===== src/rtl/signal_bundle_arbiter_if.sv =====
// Bundle of per-channel request signals and the single FIFO output port
// of signal_bundle_arbiter. Widths follow the arbiter parameters.
interface signal_bundle_arbiter_if #(
  parameter int DATA_W = 32,
  parameter int NUM_CH = 4,
  parameter int DEPTH  = 4
);
  localparam int CH_W  = (NUM_CH > 1) ? $clog2(NUM_CH) : 1;
  localparam int LVL_W = $clog2(DEPTH + 1);

  logic [NUM_CH-1:0]        in_valid;
  logic [NUM_CH*DATA_W-1:0] in_data;
  logic [NUM_CH-1:0]        in_ready;
  logic [NUM_CH-1:0]        in_ack;
  logic                     out_valid;
  logic [DATA_W-1:0]        out_data;
  logic [CH_W-1:0]          out_ch;
  logic                     out_ready;
  logic [LVL_W-1:0]         level;

  // Environment side: sources and the downstream sink.
  modport master (
    output in_valid, in_data, out_ready,
    input  in_ready, in_ack, out_valid, out_data, out_ch, level
  );

  // Arbiter side.
  modport slave (
    input  in_valid, in_data, out_ready,
    output in_ready, in_ack, out_valid, out_data, out_ch, level
  );
endinterface


===== src/rtl/signal_bundle_arbiter.sv =====
// Round-robin arbiter merging NUM_CH valid/ready sources into one
// DEPTH-entry FIFO. Each entry carries the payload and its source channel.
// The FIFO head is always registered, so nothing passes combinationally
// from input to output.
module signal_bundle_arbiter #(
  parameter int DATA_W = 32,
  parameter int NUM_CH = 4,
  parameter int DEPTH  = 4
) (
  input logic                   clk,
  input logic                   rst,
  signal_bundle_arbiter_if.slave bus
);
  localparam int CH_W  = (NUM_CH > 1) ? $clog2(NUM_CH) : 1;
  localparam int LVL_W = $clog2(DEPTH + 1);
  localparam int AW    = (DEPTH > 1) ? $clog2(DEPTH) : 1;

  logic [CH_W-1:0]   rr_ptr;
  logic [AW-1:0]     wr_ptr, rd_ptr;
  logic [LVL_W-1:0]  level_q;

  logic [DATA_W-1:0] mem_data [DEPTH];
  logic [CH_W-1:0]   mem_ch   [DEPTH];

  logic [DATA_W-1:0] ch_data [NUM_CH];
  logic [NUM_CH-1:0] grant;
  logic [CH_W-1:0]   gnt_idx, rr_next;
  logic              found, full, push, pop;
  int                best_d, d;

  // Unpack the flat payload bus into one word per channel.
  for (genvar i = 0; i < NUM_CH; i++) begin : g_lane
    assign ch_data[i]    = bus.in_data[i*DATA_W +: DATA_W];
    assign bus.in_ack[i] = bus.in_valid[i] & grant[i];
  end

  assign full = (level_q == LVL_W'(DEPTH));

  // Pick the valid channel closest to rr_ptr in wrapping search order.
  // A full FIFO grants nobody, even if the head pops this cycle.
  always_comb begin
    found   = 1'b0;
    gnt_idx = '0;
    best_d  = NUM_CH;
    d       = 0;
    if (!full) begin
      for (int i = 0; i < NUM_CH; i++) begin
        d = i - int'(rr_ptr);
        if (d < 0) d = d + NUM_CH;
        if (bus.in_valid[i] && d < best_d) begin
          best_d  = d;
          gnt_idx = CH_W'(i);
          found   = 1'b1;
        end
      end
    end
  end

  assign grant        = found ? (NUM_CH'(1) << gnt_idx) : '0;
  assign bus.in_ready = grant;
  assign push         = found;
  assign rr_next      = (gnt_idx == CH_W'(NUM_CH - 1)) ? '0 : gnt_idx + 1'b1;

  assign bus.out_valid = (level_q != '0);
  assign bus.out_data  = mem_data[rd_ptr];
  assign bus.out_ch    = mem_ch[rd_ptr];
  assign bus.level     = level_q;
  assign pop           = bus.out_valid & bus.out_ready;

  // Pointer, occupancy and round-robin state; reset drops all entries.
  always_ff @(posedge clk) begin
    if (rst) begin
      rr_ptr  <= '0;
      wr_ptr  <= '0;
      rd_ptr  <= '0;
      level_q <= '0;
    end else begin
      if (push) begin
        wr_ptr <= (wr_ptr == AW'(DEPTH - 1)) ? '0 : wr_ptr + 1'b1;
        rr_ptr <= rr_next;
      end
      if (pop)
        rd_ptr <= (rd_ptr == AW'(DEPTH - 1)) ? '0 : rd_ptr + 1'b1;
      case ({push, pop})
        2'b10:   level_q <= level_q + 1'b1;
        2'b01:   level_q <= level_q - 1'b1;
        default: level_q <= level_q;
      endcase
    end
  end

  // Storage is unreset; a write during reset is harmless but suppressed.
  always_ff @(posedge clk) begin
    if (push && !rst) begin
      mem_data[wr_ptr] <= ch_data[gnt_idx];
      mem_ch[wr_ptr]   <= gnt_idx;
    end
  end
endmodule

===== src/flat_wrapper.sv =====
// flat-port wrapper written by rule: the top's interface ports become plain ports
module signal_bundle_arbiter_flat 
#(
  parameter int DATA_W = 32,
  parameter int NUM_CH = 4,
  parameter int DEPTH  = 4
)
  (clk, rst, bus_in_valid, bus_in_data, bus_out_ready, bus_in_ready, bus_in_ack, bus_out_valid, bus_out_data, bus_out_ch, bus_level);
  signal_bundle_arbiter_if #(.DATA_W(DATA_W), .NUM_CH(NUM_CH), .DEPTH(DEPTH)) bus_i ();
  input logic clk;
  input logic rst;
  input wire logic [$bits(bus_i.in_valid)-1:0] bus_in_valid;
  input wire logic [$bits(bus_i.in_data)-1:0] bus_in_data;
  input wire logic [$bits(bus_i.out_ready)-1:0] bus_out_ready;
  output wire logic [$bits(bus_i.in_ready)-1:0] bus_in_ready;
  output wire logic [$bits(bus_i.in_ack)-1:0] bus_in_ack;
  output wire logic [$bits(bus_i.out_valid)-1:0] bus_out_valid;
  output wire logic [$bits(bus_i.out_data)-1:0] bus_out_data;
  output wire logic [$bits(bus_i.out_ch)-1:0] bus_out_ch;
  output wire logic [$bits(bus_i.level)-1:0] bus_level;
  assign bus_i.in_valid = bus_in_valid;
  assign bus_i.in_data = bus_in_data;
  assign bus_i.out_ready = bus_out_ready;
  assign bus_in_ready = bus_i.in_ready;
  assign bus_in_ack = bus_i.in_ack;
  assign bus_out_valid = bus_i.out_valid;
  assign bus_out_data = bus_i.out_data;
  assign bus_out_ch = bus_i.out_ch;
  assign bus_level = bus_i.level;
  signal_bundle_arbiter #(.DATA_W(DATA_W), .NUM_CH(NUM_CH), .DEPTH(DEPTH)) u_core (.clk(clk), .rst(rst), .bus(bus_i));
endmodule

===== config.mk =====
export PLATFORM = sky130hd
export DESIGN_NAME = signal_bundle_arbiter_flat
export DESIGN_NICKNAME = d
export VERILOG_FILES = /design/src/rtl/signal_bundle_arbiter_if.sv /design/src/rtl/signal_bundle_arbiter.sv /design/src/flat_wrapper.sv
export SDC_FILE = /design/constraint.sdc
export NUM_CORES = 1
export LEC_CHECK = 0
export ABC_AREA = 1
export BUFFER_PORTS_ARGS = -buffer_cell sky130_fd_sc_hd__buf_2
export CORE_AREA = 2 2 140 142
export CTS_BUF_LIST = sky130_fd_sc_hd__clkbuf_4
export CTS_CLUSTER_DIAMETER = 30
export CTS_CLUSTER_SIZE = 16
export DETAILED_ROUTE_END_ITERATION = 8
export DIE_AREA = 0 0 142 144
export GPL_ROUTABILITY_DRIVEN = 1
export SYNTH_ARGS = -nofsm -noshare
export SYNTH_HDL_FRONTEND = slang
export SYNTH_SLANG_ARGS = --single-unit

===== constraint.sdc =====
create_clock -name clk -period 3.47 [get_ports clk]
set_input_delay 0.694 -clock clk [delete_from_list [all_inputs] [get_ports clk]]
set_output_delay 0.694 -clock clk [all_outputs]
set_load 0.03 [all_outputs]

* Word-level counts from Yosys, hierarchy flattened
Memories as Yosys holds them, arrays and structs flattened. A register that Yosys moved wholly into a read port is not among the register bits.
Cells that the tools add are included.
** Storage, ports and cells
- Register bits after elaboration :: 9
- RAM bits :: 136
- Output and inout port bits :: 46
- Logic and storage cells :: 86
- Memories :: 2
** Memory list
- u_core.mem_data :: words 4, bits a word 32, rd ports 1, clocked after Yosys merged registers in 1, write ports 1, RTL line signal_bundle_arbiter.sv:22 : logic [DATA_W-1:0] mem_data [DEPTH];
- u_core.mem_ch :: words 4, bits a word 2, rd ports 1, clocked after Yosys merged registers in 1, write ports 1, RTL line signal_bundle_arbiter.sv:23 : logic [CH_W-1:0] mem_ch [DEPTH];
** Operators by class
- Add/subtract/negate cells :: 13
- $lt $le $gt $ge :: 9
- Equal/unequal tests :: 6
- Shifts and indexed selects :: 1
- Mux-type cells :: 37
- Bitwise gates (word level) :: 6
- Reduce and logical (&&, ||, !) cells :: 8
** Operators by type and width (number)
- 32-bit 2-to-1 mux :: 16
- 32-bit by 4-bit adder with 32-bit output (second input constant) :: 4
- 32-bit by 1-bit less-than comparator with 1-bit output (second input constant) :: 4
- 32-bit less-than comparator :: 3
- 32-bit binary-select mux with 2-bit select :: 1
- 32-bit by 4-bit less-than comparator with 1-bit output (second input constant) :: 1
- 2-bit 2-to-1 mux :: 10
- 2-bit equality test (second input constant) :: 4
- 1-bit 2-to-1 mux :: 8
- 2-bit by 1-bit adder with 2-bit output (second input constant) :: 3
- 3-bit one-hot mux with 2 select lines :: 1
- 1-bit by 2-bit subtractor with 3-bit output (first input constant) :: 2
- 2-bit by 2-bit subtractor with 3-bit output (first input constant) :: 2
- 1-bit AND :: 5
- 1-bit logical AND :: 5
- 4-bit 2-to-1 mux :: 1
- 1-bit by 2-bit left shift with 4-bit output (first input constant) :: 1
- 3-bit by 1-bit adder with 3-bit output (second input constant) :: 1
- 3-bit equality test (second input constant) :: 1
- 3-bit >= comparator (second input constant) :: 1
- 2-bit inverter with 3-bit output :: 1
- 3-bit nonzero test :: 1
- 3-bit by 1-bit subtractor with 3-bit output (second input constant) :: 1
- 2-bit by 1-bit equality test with 1-bit output (second input constant) :: 1
- 2 further kinds :: 2

* Depth between registers and ports, before layout
- Word-level depth :: 24
- Mapped depth :: 26
- Mapped depth without buffers :: 24

* Least setup slack after synthesis
Ideal clock, no wire load.
- Kind :: in2out
- Start :: input bus_in_valid[1]
- End :: output bus_in_ack[1]
- Data arrival time :: 3.480 ns
- Data required time :: 2.776 ns
- Path slack :: -0.704 ns
- Stages :: 24
- Cells stage by stage :: inv_1 a21oi_1 nand2_1 nand3_1 ha_1 inv_1 nor2_1 nand2_1 nand3_2 nand2_1 o21ai_0 ha_1 inv_1 nor2_1 nand2_1 nand3_2 nand2_2 nand2_2 buf_6 buf_6 inv_1 ha_1 inv_1 nor3_1
** Between the ends
- Cells in the longest elaborated chain, start to end :: 14
- Elaborated cells on any way between the ends :: 20
- Classes of those cells :: order compare: 2; shift: 1; mux: 13; bitwise: 1; reduce/logical: 3
** RTL lines
- from (decl) :: RTL line flat_wrapper.sv:12 : input wire logic [$bits(bus_i.in_valid)-1:0] bus_in_valid;
- 1-bit logical AND (*) :: RTL line signal_bundle_arbiter.sv:50 : if (bus.in_valid[i] && d < best_d) begin
- 32-bit 2-to-1 mux :: RTL line signal_bundle_arbiter.sv:50
- 32-bit 2-to-1 mux :: RTL line signal_bundle_arbiter.sv:46 : if (!full) begin
- 32-bit less-than comparator :: RTL line signal_bundle_arbiter.sv:50
- 1-bit logical AND :: RTL line signal_bundle_arbiter.sv:50
- 32-bit 2-to-1 mux :: RTL line signal_bundle_arbiter.sv:50
- 32-bit 2-to-1 mux :: RTL line signal_bundle_arbiter.sv:46
- 32-bit less-than comparator :: RTL line signal_bundle_arbiter.sv:50
- 1-bit logical AND :: RTL line signal_bundle_arbiter.sv:50
- 2-bit 2-to-1 mux (*) :: RTL line signal_bundle_arbiter.sv:50
- 2-bit 2-to-1 mux (*) :: RTL line signal_bundle_arbiter.sv:46
- via u_core.gnt_idx[0] :: RTL line signal_bundle_arbiter.sv:27 : logic [CH_W-1:0] gnt_idx, rr_next;
- 1-bit by 2-bit left shift with 4-bit output (*) :: RTL line signal_bundle_arbiter.sv:59 : assign grant = found ? (NUM_CH'(1) << gnt_idx) : '0;
- 4-bit 2-to-1 mux (*) :: RTL line signal_bundle_arbiter.sv:59
- 1-bit AND (*) :: RTL line signal_bundle_arbiter.sv:34 : assign bus.in_ack[i] = bus.in_valid[i] & grant[i];
- to (decl) :: RTL line flat_wrapper.sv:16 : output wire logic [$bits(bus_i.in_ack)-1:0] bus_in_ack;
Mark *: on every way through the listed nets, which the timed path passes. The rest lies on a longest branch. The select of a mux whose other input is x is not followed.

* Final worst setup path
- Start :: register u_core.rr_ptr[1]
- End :: output bus_in_ack[1]
** Between the ends
- Cells in the longest elaborated chain, start to end :: 23
- Elaborated cells on any way between the ends :: 46
- Classes of those cells :: add/sub: 8; order compare: 8; shift: 1; mux: 24; bitwise: 1; reduce/logical: 4
** RTL lines
- from (decl) :: RTL line signal_bundle_arbiter.sv:18 : logic [CH_W-1:0] rr_ptr;
- from (signal assigned) :: RTL line signal_bundle_arbiter.sv:80 : rr_ptr <= rr_next;
- 1-bit by 2-bit subtractor with 3-bit output :: RTL line signal_bundle_arbiter.sv:48 : d = i - int'(rr_ptr);
- 32-bit by 4-bit adder with 32-bit output or 32-bit by 1-bit less-than comparator with 1-bit output (tied branches) :: RTL line signal_bundle_arbiter.sv:49 : if (d < 0) d = d + NUM_CH;
- 32-bit 2-to-1 mux :: RTL line signal_bundle_arbiter.sv:49
- 32-bit 2-to-1 mux :: RTL line signal_bundle_arbiter.sv:46
- 32-bit by 4-bit less-than comparator with 1-bit output :: RTL line signal_bundle_arbiter.sv:50
- 1-bit logical AND :: RTL line signal_bundle_arbiter.sv:50
- 32-bit 2-to-1 mux :: RTL line signal_bundle_arbiter.sv:50
- 32-bit 2-to-1 mux :: RTL line signal_bundle_arbiter.sv:46
- [... 8 more ...]
- 32-bit less-than comparator :: RTL line signal_bundle_arbiter.sv:50
- 1-bit logical AND :: RTL line signal_bundle_arbiter.sv:50
- 2-bit 2-to-1 mux (*) :: RTL line signal_bundle_arbiter.sv:50
- 2-bit 2-to-1 mux (*) :: RTL line signal_bundle_arbiter.sv:46
- via u_core.gnt_idx[0] :: RTL line signal_bundle_arbiter.sv:27
- 1-bit by 2-bit left shift with 4-bit output (*) :: RTL line signal_bundle_arbiter.sv:59
- 4-bit 2-to-1 mux (*) :: RTL line signal_bundle_arbiter.sv:59
- 1-bit AND (*) :: RTL line signal_bundle_arbiter.sv:34
Marks and branches as above.

==> flow_metrics.env <==
export IMPL_switching_power_w=0.00375
export IMPL_die_w_um=142
export IMPL_clk_latency_ns=0.56
export IMPL_ys_seq_area_share_pct=57.5
export IMPL_die_area_um2=20400
export IMPL_drive_gt1_share_pct=29.4
export IMPL_detail_route_antenna_nets=0
export IMPL_grt_pass1_vias=5850
export IMPL_crit_path_top_delay_cell="dfxtp_2"
export IMPL_start_kind="register"
export IMPL_place_congestion=0.744
export IMPL_syn2layout_area_growth_pct=26.1
export IMPL_power_w=0.00839
export IMPL_hp_class="in2reg"
export IMPL_fin_crit_sh_pct=116
export IMPL_drc_errors=0
export IMPL_grt_max_degree=69
export IMPL_drt_total_wl_mm=19.4
export IMPL_hold_ws_ns=0.274
export IMPL_syn_cell_area_um2=7490
export IMPL_p_sw_share_pct=44.7
export IMPL_finalSetupViolations=8
export IMPL_worstMarginPinSlew_ns=0.671
export IMPL_seqPwrFrac_pct=34.8
export IMPL_die_h_um=144
export IMPL_vias_per_cell=4.88
export IMPL_nets=1180
export IMPL_netlist_instances=834
export IMPL_cp_required_ns=2.78
export IMPL_io_pins=181
export IMPL_criticalPathCategory="reg2out"
export IMPL_avgSynthCellArea_um2=8.98
export IMPL_syn_nets=982
export IMPL_grt_usage_pct=19.4
export IMPL_cts_buffers=17
export IMPL_ys_ff_latch=147
export IMPL_ys_top_cells_by_area="edfxtp_1, nand3_1, inv_1"
export IMPL_numPortBuffers=180
export IMPL_cp_slowest_stage_delay_ns=0.34
export IMPL_routedWlPerCell_um=15.1
export IMPL_maxCapViolations=0
export IMPL_synth_top_area_share_pct=54.5
export IMPL_ys_warn_count=0
export IMPL_dp_hpwl_mm=13.0
export IMPL_mostFrequentLayoutCell="buf_2"
export IMPL_p_clk_share_pct=13.7
export IMPL_status="complete, but fails checks"
export IMPL_vias=6269
export IMPL_core_um2=19100
export IMPL_final_cell_mix="buf_2, inv_1, edfxtp_1"
export IMPL_max_slew_margin_rel_pct=55.2
export IMPL_p_int_w=0.00464
export IMPL_crit_path_end_kind="output pin"
export IMPL_p_leak_nw=4.36
export IMPL_violations="negative setup slack"
export IMPL_drt_initial_drc_count=349
export IMPL_cts_tree="done"
export IMPL_drv_slew=0
export IMPL_final_area_um2=9440
export IMPL_ir_drop_uv=728
export IMPL_crit_fanout=5
export IMPL_cp_arrival_ns=3.34
export IMPL_htree_levels=4
export IMPL_path_clk_slew_ns=0.13
export IMPL_clkSinkCount=147
export IMPL_netlist_top_cell_by_area="edfxtp_1"
export IMPL_start_util_pct=39.2
export IMPL_antenna_found_initial=1
export IMPL_fin_worst_skew_ns=0.0209
export IMPL_hold_viol_final=0
export IMPL_layout_setup_ws_ns=-0.562
export IMPL_grt_overflow=0
export IMPL_dr_pass1_iters=4
export IMPL_synth_distinct_cells=23
export IMPL_min_period_ns=4.03
export IMPL_cts_buffer_depth=2
export IMPL_power_density_nw_per_um2=889
export IMPL_rsz0062_at_grt="true"
export IMPL_grt_pass1_wl_mm=30.3
export IMPL_num_rows=51
export IMPL_fmax_ghz=0.248
export IMPL_cts_root_buf="clkbuf_4"
export IMPL_dpl_cell_area_um2=8880
export IMPL_pwr_share_comb_pct=51.5
[logic make-up (layout without fill, tap and decap cells)]
group | after synthesis | count (layout) | synth area share, %
AND/OR/NAND/NOR | 343 | 343 | 19.8
buffers and inverters | 208 | 419 | 11.6
flip-flops | 147 | 147 | 57.5
AO/OA/AOI/OAI | 123 | 123 | 8.86
adder cells (fa/ha/maj) | 13 | 13 | 2.27
other | 0 | 1 | 0
[sequential cells by signal (all words and copies together), names as in the netlist, named ones only]
signal            count
u_core.bus.level      3
u_core.mem_ch         8
u_core.mem_data     128
u_core.rd_ptr         2
u_core.rr_ptr         2
u_core.wr_ptr         2
[power by group through the flow]
stage / Combinational (W) / Sequential (W) / Clock, W
6_report: 0.00432 / 0.00292 / 0.00115
4_1_cts: 0.00428 / 0.00293 / 0.00117
3_3_place_gp: 0.00404 / 0.00296 / 0
3_5_place_dp: 0.00408 / 0.00297 / 0
2_1_floorplan: 0.00289 / 0.00293 / 0
5_1_grt: 0.00480 / 0.00296 / 0.00125
[routing by layer]
layer / share of wire, % / routed length [um] / vias up / track usage (%)
met5: 0 / 0 / - / 0
met3: 5.6 / 1080 / 24 / 4.04
met1: 43 / 8410 / 2903 / 24.5
met4: 1.4 / 279 / 0 / 6.05
li1: - / - / 3154 / -
met2: 50 / 9620 / 188 / 33.6
[path summary, 6_finish.rpt]
check,startpoint,endpoint,slack [ns],cells after the start
setup / recovery,u_core.rr_ptr[1],bus_in_ack[1],-0.56,25
hold / removal,rst,u_core.bus.level[1],0.27,2
setup reg to reg,u_core.rr_ptr[1],u_core.mem_data[3][4],0.23,24
hold reg to reg,u_core.rd_ptr[1],register,0.51,2
[critical path: cells and delay by family, from the launching register on]
family          cells  cell delay (ns)
simple gates       14             1.23
fa+ha+maj           3             0.65
buf+inv             7             0.48
flops               1             0.34
compound gates      1             0.06
[timing repair]
item | 4_1_cts | 5_1_grt
buffers inserted | 10 | 3
hold buffers | 0 | 0
resized for setup | 32 | 12
pin swaps | 14 | 14
endpoints found under the setup margin | 8 | 136
[per-stage QoR]
| stage | cells | setup TNS [ns] | util [%] | setup WS, ns |
|---|---|---|---|---|
| finish | 1284 | -3.93 | 49.5 | -0.562 |
| global route | 1284 | -5.63 | 49.5 | -0.765 |
| floorplan | 834 | -3.97 | - | -0.215 |
| global placement | 1238 | -17.89 | 46.5 | -0.380 |
| CTS | 1280 | -3.69 | 49.2 | -0.512 |
| detailed placement | 1238 | -33.98 | 46.5 | -0.479 |
[synthesized netlist by cell type (all sizes together)]
master and count:
fa 1, o21ai 79, nor3b 1, nor2 88, nand3 134, buf 23
o22ai 34, edfxtp 136, o211a 1, dfxtp 11, nand2 116, nor3 4
clkbuf 26, ha 12, a21oi 9, inv 159
[final cells by class]
| cell class | instances | area [um2] |
|---|---|---|
| fill | 1817 | 9640 |
| sequential | 147 | 4310 |
| multi-input combinational | 479 | 2530 |
| timing repair buffer | 228 | 1360 |
| inverter | 159 | 629 |
| tap | 238 | 298 |
| clock inverter | 14 | 179 |
| clock buffer | 18 | 135 |
| antenna | 1 | 2.50 |
(Power assumes the default switching activity.)
